--- src/rtl/uart_reg_pkg.sv ---
// Shared constants for the UART register bank: response codes,
// command layout and parser state encoding.
package uart_reg_pkg;
  localparam logic [7:0] ACK = 8'hAA;
  localparam logic [7:0] NAK = 8'h55;
  localparam int WR_BIT = 7;
  localparam int N_STAT = 8;

  localparam logic [1:0] S_IDLE = 2'd0;
  localparam logic [1:0] S_GET  = 2'd1;
  localparam logic [1:0] S_EXEC = 2'd2;
  localparam logic [1:0] S_SEND = 2'd3;
endpackage

--- src/rtl/reg_cmd_parser.sv ---
// Command FSM, staging register, timeout and response sequencer.
// CHECKSUM_EN adds a trailing XOR byte to commands and read replies.
module reg_cmd_parser
  import uart_reg_pkg::*;
#(
  parameter int N_REGS       = 8,
  parameter int REG_W        = 16,
  parameter int TIMEOUT_CLKS = 200000,
  parameter int NB           = (REG_W + 7) / 8
) (
  input  logic            clk,
  input  logic            rst_n,
  input  logic [7:0]      rx_data,
  input  logic            rx_valid,
  input  logic            tx_busy,
  input  logic [NB*8-1:0] rd_data,
  output logic [6:0]      addr_out,
  output logic            wr_en,
  output logic [REG_W-1:0] wr_data,
  output logic            stat_clr,
  output logic [7:0]      tx_data,
  output logic            tx_start,
  output logic            busy
);
`ifdef CHECKSUM_EN
  localparam int CK = 1;
`else
  localparam int CK = 0;
`endif
  localparam int DW = NB * 8;
  localparam int TB = (NB + CK) * 8;
  localparam logic [6:0]  NR    = 7'(N_REGS);
  localparam logic [2:0]  NDAT  = 3'(NB);
  localparam logic [2:0]  NWR   = 3'(NB + CK);
  localparam logic [2:0]  NRD   = 3'(CK);
  localparam logic [31:0] TMO_L = 32'(TIMEOUT_CLKS - 1);

  logic [1:0]    state_q, state_d;
  logic [7:0]    cmd_q, cmd_d;
  logic [7:0]    chk_q, chk_d;
  logic [2:0]    cnt_q, cnt_d;
  logic [DW-1:0] stage_q, stage_d;
  logic [31:0]   tmo_q, tmo_d;
  logic [TB-1:0] txbuf_q, txbuf_d;
  logic [2:0]    txn_q, txn_d;
  logic          infl_q, infl_d;

  logic       is_wr, reg_ok, stat_ok, chk_ok;
  logic [2:0] need;

`ifdef CHECKSUM_EN
  function automatic logic [7:0] xor_bytes(input logic [DW-1:0] d);
    logic [7:0] x;
    x = '0;
    for (int i = 0; i < NB; i++) x ^= d[i*8 +: 8];
    return x;
  endfunction
`endif

  assign is_wr    = cmd_q[WR_BIT];
  assign addr_out = cmd_q[6:0];
  assign reg_ok   = addr_out < NR;
  assign stat_ok  = (addr_out == NR) && !is_wr;
  // XOR over every byte including the checksum is zero when intact
  assign chk_ok   = (CK == 0) || (chk_q == 8'h00);
  assign need     = is_wr ? NWR : NRD;
  assign wr_data  = stage_q[REG_W-1:0];
  assign tx_data  = txbuf_q[TB-1 -: 8];
  assign busy     = state_q != S_IDLE;

  always_comb begin
    state_d  = state_q;
    cmd_d    = cmd_q;
    chk_d    = chk_q;
    cnt_d    = cnt_q;
    stage_d  = stage_q;
    tmo_d    = tmo_q;
    txbuf_d  = txbuf_q;
    txn_d    = txn_q;
    infl_d   = infl_q;
    wr_en    = 1'b0;
    stat_clr = 1'b0;
    tx_start = 1'b0;
    unique case (state_q)
      S_IDLE: begin
        if (rx_valid) begin
          cmd_d   = rx_data;
          chk_d   = rx_data;
          cnt_d   = '0;
          tmo_d   = '0;
          stage_d = '0;
          state_d = (rx_data[WR_BIT] || CK != 0) ? S_GET : S_EXEC;
        end
      end
      S_GET: begin
        tmo_d = tmo_q + 32'd1;
        if (rx_valid) begin
          tmo_d = '0;
          chk_d = chk_q ^ rx_data;
          cnt_d = cnt_q + 3'd1;
          if (is_wr && cnt_q < NDAT)
            stage_d = (stage_q << 8) | DW'(rx_data);
          if (cnt_q + 3'd1 == need) state_d = S_EXEC;
        end else if (tmo_q >= TMO_L) begin
          state_d = S_IDLE;
        end
      end
      S_EXEC: begin
        infl_d  = 1'b0;
        state_d = S_SEND;
        txn_d   = 3'd1;
        txbuf_d = TB'(NAK) << (TB - 8);
        if (chk_ok && is_wr && reg_ok) begin
          wr_en   = 1'b1;
          txbuf_d = TB'(ACK) << (TB - 8);
        end else if (chk_ok && !is_wr && (reg_ok || stat_ok)) begin
          stat_clr = stat_ok;
          txn_d    = NWR;
`ifdef CHECKSUM_EN
          txbuf_d  = {rd_data, xor_bytes(rd_data)};
`else
          txbuf_d  = rd_data;
`endif
        end
      end
      S_SEND: begin
        // wait for tx to report busy before trusting its idle flag again
        if (infl_q) begin
          if (tx_busy) infl_d = 1'b0;
        end else if (!tx_busy) begin
          if (txn_q != 3'd0) begin
            tx_start = 1'b1;
            txn_d    = txn_q - 3'd1;
            txbuf_d  = txbuf_q << 8;
            infl_d   = 1'b1;
          end else begin
            state_d = S_IDLE;
          end
        end
      end
      default: state_d = S_IDLE;
    endcase
  end

  always_ff @(posedge clk or negedge rst_n) begin
    if (!rst_n) begin
      state_q <= S_IDLE;
      cmd_q   <= '0;
      chk_q   <= '0;
      cnt_q   <= '0;
      stage_q <= '0;
      tmo_q   <= '0;
      txbuf_q <= '0;
      txn_q   <= '0;
      infl_q  <= 1'b0;
    end else begin
      state_q <= state_d;
      cmd_q   <= cmd_d;
      chk_q   <= chk_d;
      cnt_q   <= cnt_d;
      stage_q <= stage_d;
      tmo_q   <= tmo_d;
      txbuf_q <= txbuf_d;
      txn_q   <= txn_d;
      infl_q  <= infl_d;
    end
  end
endmodule

--- src/rtl/uart_rx.sv ---
// 8N1 UART receiver; valid_out pulses one cycle per received byte.
// Input is double-flopped and each bit is sampled at mid-bit.
module uart_rx #(
  parameter int CLKS_PER_BIT = 142
) (
  input  logic       clk,
  input  logic       rst_n,
  input  logic       rx_in,
  output logic [7:0] data_out,
  output logic       valid_out
);
  localparam logic [1:0] R_IDLE  = 2'd0;
  localparam logic [1:0] R_START = 2'd1;
  localparam logic [1:0] R_DATA  = 2'd2;
  localparam logic [1:0] R_STOP  = 2'd3;
  localparam logic [15:0] FULL = 16'(CLKS_PER_BIT - 1);
  localparam logic [15:0] HALF = 16'(CLKS_PER_BIT / 2 - 1);

  logic [1:0]  sync_q, sync_d;
  logic [1:0]  state_q, state_d;
  logic [15:0] cnt_q, cnt_d;
  logic [2:0]  bit_q, bit_d;
  logic [7:0]  byte_q, byte_d;
  logic        valid_q, valid_d;
  logic        rx_s;

  assign rx_s      = sync_q[1];
  assign data_out  = byte_q;
  assign valid_out = valid_q;

  always_comb begin
    sync_d  = {sync_q[0], rx_in};
    state_d = state_q;
    cnt_d   = cnt_q + 16'd1;
    bit_d   = bit_q;
    byte_d  = byte_q;
    valid_d = 1'b0;
    unique case (state_q)
      R_IDLE: begin
        cnt_d = '0;
        if (!rx_s) state_d = R_START;
      end
      R_START: begin
        if (cnt_q == HALF) begin
          cnt_d   = '0;
          bit_d   = '0;
          state_d = rx_s ? R_IDLE : R_DATA;
        end
      end
      R_DATA: begin
        if (cnt_q == FULL) begin
          cnt_d  = '0;
          byte_d = {rx_s, byte_q[7:1]};
          bit_d  = bit_q + 3'd1;
          if (bit_q == 3'd7) state_d = R_STOP;
        end
      end
      R_STOP: begin
        if (cnt_q == FULL) begin
          cnt_d   = '0;
          valid_d = rx_s;
          state_d = R_IDLE;
        end
      end
      default: state_d = R_IDLE;
    endcase
  end

  always_ff @(posedge clk or negedge rst_n) begin
    if (!rst_n) begin
      sync_q  <= 2'b11;
      state_q <= R_IDLE;
      cnt_q   <= '0;
      bit_q   <= '0;
      byte_q  <= '0;
      valid_q <= 1'b0;
    end else begin
      sync_q  <= sync_d;
      state_q <= state_d;
      cnt_q   <= cnt_d;
      bit_q   <= bit_d;
      byte_q  <= byte_d;
      valid_q <= valid_d;
    end
  end
endmodule

--- src/rtl/uart_tx.sv ---
// 8N1 UART transmitter; start_in is accepted only while busy_out is low.
// tx_out is registered so the line never glitches.
module uart_tx #(
  parameter int CLKS_PER_BIT = 142
) (
  input  logic       clk,
  input  logic       rst_n,
  input  logic [7:0] data_in,
  input  logic       start_in,
  output logic       tx_out,
  output logic       busy_out
);
  localparam logic [15:0] FULL = 16'(CLKS_PER_BIT - 1);

  logic        busy_q, busy_d;
  logic [9:0]  sh_q, sh_d;
  logic [15:0] cnt_q, cnt_d;
  logic [3:0]  bit_q, bit_d;
  logic        tx_q, tx_d;

  assign tx_out   = tx_q;
  assign busy_out = busy_q;

  always_comb begin
    busy_d = busy_q;
    sh_d   = sh_q;
    cnt_d  = cnt_q;
    bit_d  = bit_q;
    if (!busy_q) begin
      if (start_in) begin
        busy_d = 1'b1;
        sh_d   = {1'b1, data_in, 1'b0};
        cnt_d  = '0;
        bit_d  = '0;
      end
    end else if (cnt_q == FULL) begin
      cnt_d = '0;
      sh_d  = {1'b1, sh_q[9:1]};
      if (bit_q == 4'd9) busy_d = 1'b0;
      else bit_d = bit_q + 4'd1;
    end else begin
      cnt_d = cnt_q + 16'd1;
    end
    tx_d = busy_d ? sh_d[0] : 1'b1;
  end

  always_ff @(posedge clk or negedge rst_n) begin
    if (!rst_n) begin
      busy_q <= 1'b0;
      sh_q   <= '1;
      cnt_q  <= '0;
      bit_q  <= '0;
      tx_q   <= 1'b1;
    end else begin
      busy_q <= busy_d;
      sh_q   <= sh_d;
      cnt_q  <= cnt_d;
      bit_q  <= bit_d;
      tx_q   <= tx_d;
    end
  end
endmodule

--- src/rtl/uart_reg_bank_gen.sv ---
// UART-controlled bank of N_REGS x REG_W registers plus sticky status.
// Define CHECKSUM_EN for XOR-checksummed commands and replies.
module uart_reg_bank_gen
  import uart_reg_pkg::*;
#(
  parameter int CLKS_PER_BIT = 142,
  parameter int N_REGS       = 8,
  parameter int REG_W        = 16,
  parameter int TIMEOUT_CLKS = 200000
) (
  input  logic                    clk_in,
  input  logic                    rst_in_n,
  input  logic                    rx_in,
  output logic                    tx_out,
  input  logic [N_STAT-1:0]       status_in,
  output logic [N_REGS*REG_W-1:0] regs_out,
  output logic                    busy_out
);
  localparam int NB = (REG_W + 7) / 8;
  localparam int DW = NB * 8;
  localparam logic [6:0] NR = 7'(N_REGS);

  logic [N_REGS*REG_W-1:0] regs_q, regs_d;
  logic [N_STAT-1:0]       flags_q, flags_d;
  logic [7:0]       rx_data, tx_data;
  logic             rx_valid, tx_start, tx_busy;
  logic             wr_en, stat_clr;
  logic [6:0]       addr;
  logic [REG_W-1:0] wr_data;
  logic [DW-1:0]    rd_data;

  assign regs_out = regs_q;

  uart_rx #(.CLKS_PER_BIT(CLKS_PER_BIT)) u_rx (
    .clk(clk_in), .rst_n(rst_in_n), .rx_in(rx_in),
    .data_out(rx_data), .valid_out(rx_valid)
  );

  uart_tx #(.CLKS_PER_BIT(CLKS_PER_BIT)) u_tx (
    .clk(clk_in), .rst_n(rst_in_n), .data_in(tx_data),
    .start_in(tx_start), .tx_out(tx_out), .busy_out(tx_busy)
  );

  reg_cmd_parser #(
    .N_REGS(N_REGS), .REG_W(REG_W), .TIMEOUT_CLKS(TIMEOUT_CLKS)
  ) u_parser (
    .clk(clk_in), .rst_n(rst_in_n),
    .rx_data(rx_data), .rx_valid(rx_valid), .tx_busy(tx_busy),
    .rd_data(rd_data), .addr_out(addr), .wr_en(wr_en),
    .wr_data(wr_data), .stat_clr(stat_clr),
    .tx_data(tx_data), .tx_start(tx_start), .busy(busy_out)
  );

  always_comb begin
    rd_data = '0;
    if (addr == NR) rd_data = DW'(flags_q);
    for (int k = 0; k < N_REGS; k++)
      if (addr == 7'(k)) rd_data = DW'(regs_q[k*REG_W +: REG_W]);
  end

  always_comb begin
    regs_d = regs_q;
    for (int k = 0; k < N_REGS; k++)
      if (wr_en && addr == 7'(k)) regs_d[k*REG_W +: REG_W] = wr_data;
  end

  // clear drops exactly the snapshot; same-cycle events still set
  assign flags_d = stat_clr ? status_in : (flags_q | status_in);

  always_ff @(posedge clk_in or negedge rst_in_n) begin
    if (!rst_in_n) begin
      regs_q  <= '0;
      flags_q <= '0;
    end else begin
      regs_q  <= regs_d;
      flags_q <= flags_d;
    end
  end
endmodule

--- config.mk ---
export PLATFORM = sky130hd
export DESIGN_NAME = uart_reg_bank_gen
export DESIGN_NICKNAME = d
export VERILOG_FILES = /design/src/rtl/uart_reg_pkg.sv /design/src/rtl/reg_cmd_parser.sv /design/src/rtl/uart_rx.sv /design/src/rtl/uart_tx.sv /design/src/rtl/uart_reg_bank_gen.sv
export SDC_FILE = /design/constraint.sdc
export NUM_CORES = 1
export LEC_CHECK = 0
export ABC_AREA = 1
export CAP_MARGIN = 20
export CORE_MARGIN = 3
export CORE_UTILIZATION = 62
export CTS_BUF_LIST = sky130_fd_sc_hd__clkbuf_16
export DETAILED_ROUTE_END_ITERATION = 10
export PLACE_DENSITY = 0.86
export SYNTH_ARGS = -nofsm -noshare
export SYNTH_HDL_FRONTEND = slang
export SYNTH_SLANG_ARGS = --single-unit
--- constraint.sdc ---
create_clock -name clk_in -period 3 [get_ports clk_in]
set_input_delay 0.9 -clock clk_in [delete_from_list [all_inputs] [get_ports clk_in]]
set_output_delay 0.9 -clock clk_in [all_outputs]
set_load 0.01 [all_outputs]
==> flow_summary.ini <==
[route]
drtIter0Drc = 1309
viasPerCell = 5.90
met1_length_mm = 14.1
ant_nets = 0
wl_mm = 37.0
routedWlPerCell_um = 17.7
drcViolationCount = 0
wl_met3_mm = 3.03
vias = 12300
top_layer = met4
drt-pass1-iter-count = 6
dr_wl_met2_mm = 18.2

[sta]
drv_slew = 0
fin_crit_sh = 0.899
report.final.setup_viol = 0
timing.final.hold_violations = 0
fmax_ghz = 0.371
relSlewSlack = 0.532
skew_ns = 0.0102
fin_crit_ns = 2.70
rsz0062_at_grt = false
timing.hold.ws_ns = 0.297
tightest_slew_ns = 0.700
tns_ns = 0

[pwr]
power.density_nw_per_um2 = 488
vdd.ir_drop.worst_mv = 0.711
p_leak_uw = 0.00737

[worst_setup_path]
end_kind = output pin
arrival_ns = 1.80
critPathLaunchType = register
critPathMaxFanout = 6
crit_type = register to output pin
crit_buf_inv = 2
slowest_stage = clkdlybuf4s50_1
critPathTopFamily = buffers and inverters
cp.required_ns = 2.10
cp_cell_sequence = inv_2, nand2_1, clkdlybuf4s50_1
max_stage_delay_ns = 0.56

[clock_network]
cts_hold_buffers = 0
cts.sinks = 281
post_cts.repair.setup_buffers = 0
cts_root_buf = clkbuf_16
clockBufferDepth = 3
clk_latency_ns = 0.55
numCtsBuffers = 30
clk_pin_slew_worst_paths_ns = 0.06
cts_max_level = 1
ctsResizeCount = 0
tritoncts = yes

[synthesis]
syn_area_um2 = 13600
synth_most_common_cell = nand2_1
synth_area_leaders = dfrtp_1, nand2_1, o21ai_0, inv_1, nor2_1
synth_mux_area_frac = 0
synth_top_family_by_area = simple AND/OR/NAND/NOR gates
synth_compound_area_frac = 0.122
synth_cell_types = 51
synthCells = 1657
ys_ff_latch = 281
ys_seq_area_frac = 0.519
synth_top_area_share = 0.494
synth.avg_cell_area_um2 = 8.19
synth_edf_count = 0
yosysWarnings = 0
yosys.area_share.simple = 0.265
synth_fp_nets = 1686
netlist_top_cells_count = nand2_1, dfrtp_1, o21ai_0
synthArstFlopShare = 1.00
synth_flop_cell = dfrtp_1
synth_top_cell_by_area = dfrtp_1
synthAdderAreaFrac = 0.0166
synth_xor_area_frac = 0.0110

[layout]
diodes = 0
drive_gt1_frac = 0.0734
regArea_um2 = 7050
nets = 1819
synthToLayoutAreaGrowth_pct = 20.0
multi_input_area_um2 = 5640
n_fill_cell = 1460

[grt]
grt_pass1_vias = 11700
antenna_found_initial = 0
grt-ovfl-total = 0
grt_pass1_wl_mm = 59.8
grt_usage = 0.308
grt_max_degree = 72

[placed_design]
portBuffers = 140
place_congestion = 0.975
hpwl_mm = 26.0

[status]
status = completed

[job]
drv_cap = 0

[die]
io_pins = 141
dieArea_um2 = 23700
fp.dieH_um = 154
num_rows = 53
coreArea_um2 = 21300
initial_utilization = 0.638
die_w_um = 154

[worst_hold_path]
hold_class = primary input to asynchronous set/reset pin
-- worst register-to-register path, stage by stage, from the launching register on --
cell and delay [ns]:
dfrtp_1 0.56, inv_1 0.20, nand2_1 0.09, nor2_1 0.23, nand2_1 0.25, nand2_1 0.21
nand2_2 0.16, a21oi_1 0.17, nand4_1 0.15, nand2_1 0.11, a21oi_1 0.07
-- placed cells by master (no fill, tap or decap), drive strengths merged, types with 2 or more instances in the layout --
master	n
dfstp	13
nor2	154
dfrtp	268
a22oi	2
a21oi	45
bufinv	8
clkbuf	31
or2	7
xor2	14
nor3	38
o211ai	11
clkdlybuf4s50	139
nand2	453
ha	18
clkinv	15
o31ai	2
buf	14
o21ai	221
inv	166
nor4	10
o21bai	13
xnor2	3
nand4	45
a31oi	2
o22ai	9
nand3	104
-- metrics by stage --
stage | setup slack, ns | utilization | total power [uW] | cell area (um^2) | instances
2_1_floorplan | 1.38 | - | 3870 | 13600 | 1657
3_3_place_gp | 0.891 | 0.714 | 3960 | 15200 | 2033
4_1_cts | 0.280 | 0.765 | 7980 | 16300 | 2088
3_5_place_dp | 0.801 | 0.714 | 3960 | 15200 | 2033
5_1_grt | 0.229 | 0.765 | 8150 | 16300 | 2088
6_report | 0.302 | 0.765 | 7940 | 16300 | 2088
-- registers in the layout, indices dropped and copies added (netlist names), 3 cells and up, named ones only --
register	cells
regs_out	128
u_parser.tmo_q	32
u_parser.txbuf_q	16
u_parser.wr_data	16
u_rx.cnt_q	16
u_tx.cnt_q	16
u_tx.sh_q	10
flags_q	8
u_parser.cmd_q	8
u_rx.data_out	8
u_tx.bit_q	4
u_parser.cnt_q	3
u_parser.txn_q	3
u_rx.bit_q	3
-- layer usage --
| metal | vias up | track usage |
|---|---|---|
| met5 | - | 0 |
| met4 | 0 | 0.127 |
| li1 | 5713 | - |
| met1 | 5869 | 0.401 |
| met3 | 131 | 0.0484 |
| met2 | 614 | 0.519 |
-- worst paths after layout --
| path | startpoint | end | slack (ns) | depth (start not counted) |
|---|---|---|---|---|
| max | u_parser.state_q[0] | busy_out | 0.30 | 3 |
| max reg2reg | u_parser.cmd_q[0] | u_parser.txbuf_q[8] | 0.68 | 10 |
| min reg2reg | u_rx.sync_q[0] | u_rx.sync_q[1] | 0.36 | 0 |
| min in group clk_in | u_rx.sync_q[0] | u_rx.sync_q[1] | 0.36 | 0 |
| min | rst_in_n | u_tx.cnt_q[2] | 0.30 | 1 |
| max in group asynchronous | rst_in_n | u_rx.cnt_q[6] | 1.91 | 2 |
-- power by group --
| group | total (uW) | internal, uW | switching, uW |
|---|---|---|---|
| registers | 3790 | 3790 | 0.745 |
| logic | 97.6 | 23.6 | 74.0 |
| clock network | 4050 | 2540 | 1510 |
| total | 7940 | 6360 | 1580 |
-- logic make-up after synthesis --
| family | Yosys count |
|---|---|
| and+or+nand+nor | 814 |
| AOI/OAI and AO/OA | 309 |
| DFF | 281 |
| buffers and inverters | 218 |
| adders and majority gates | 18 |
| xor gates and xnor gates | 17 |
-- cell type report --
cell class / count / area share
Sequential cell: 281 / 0.433
Multi-Input combinational cell: 1158 / 0.346
Timing Repair Buffer: 153 / 0.0946
Clock buffer: 31 / 0.0476
Inverter: 166 / 0.0386
Tap cell: 275 / 0.0211
Clock inverter: 24 / 0.0192
Power figures use the tool's default switching activity.
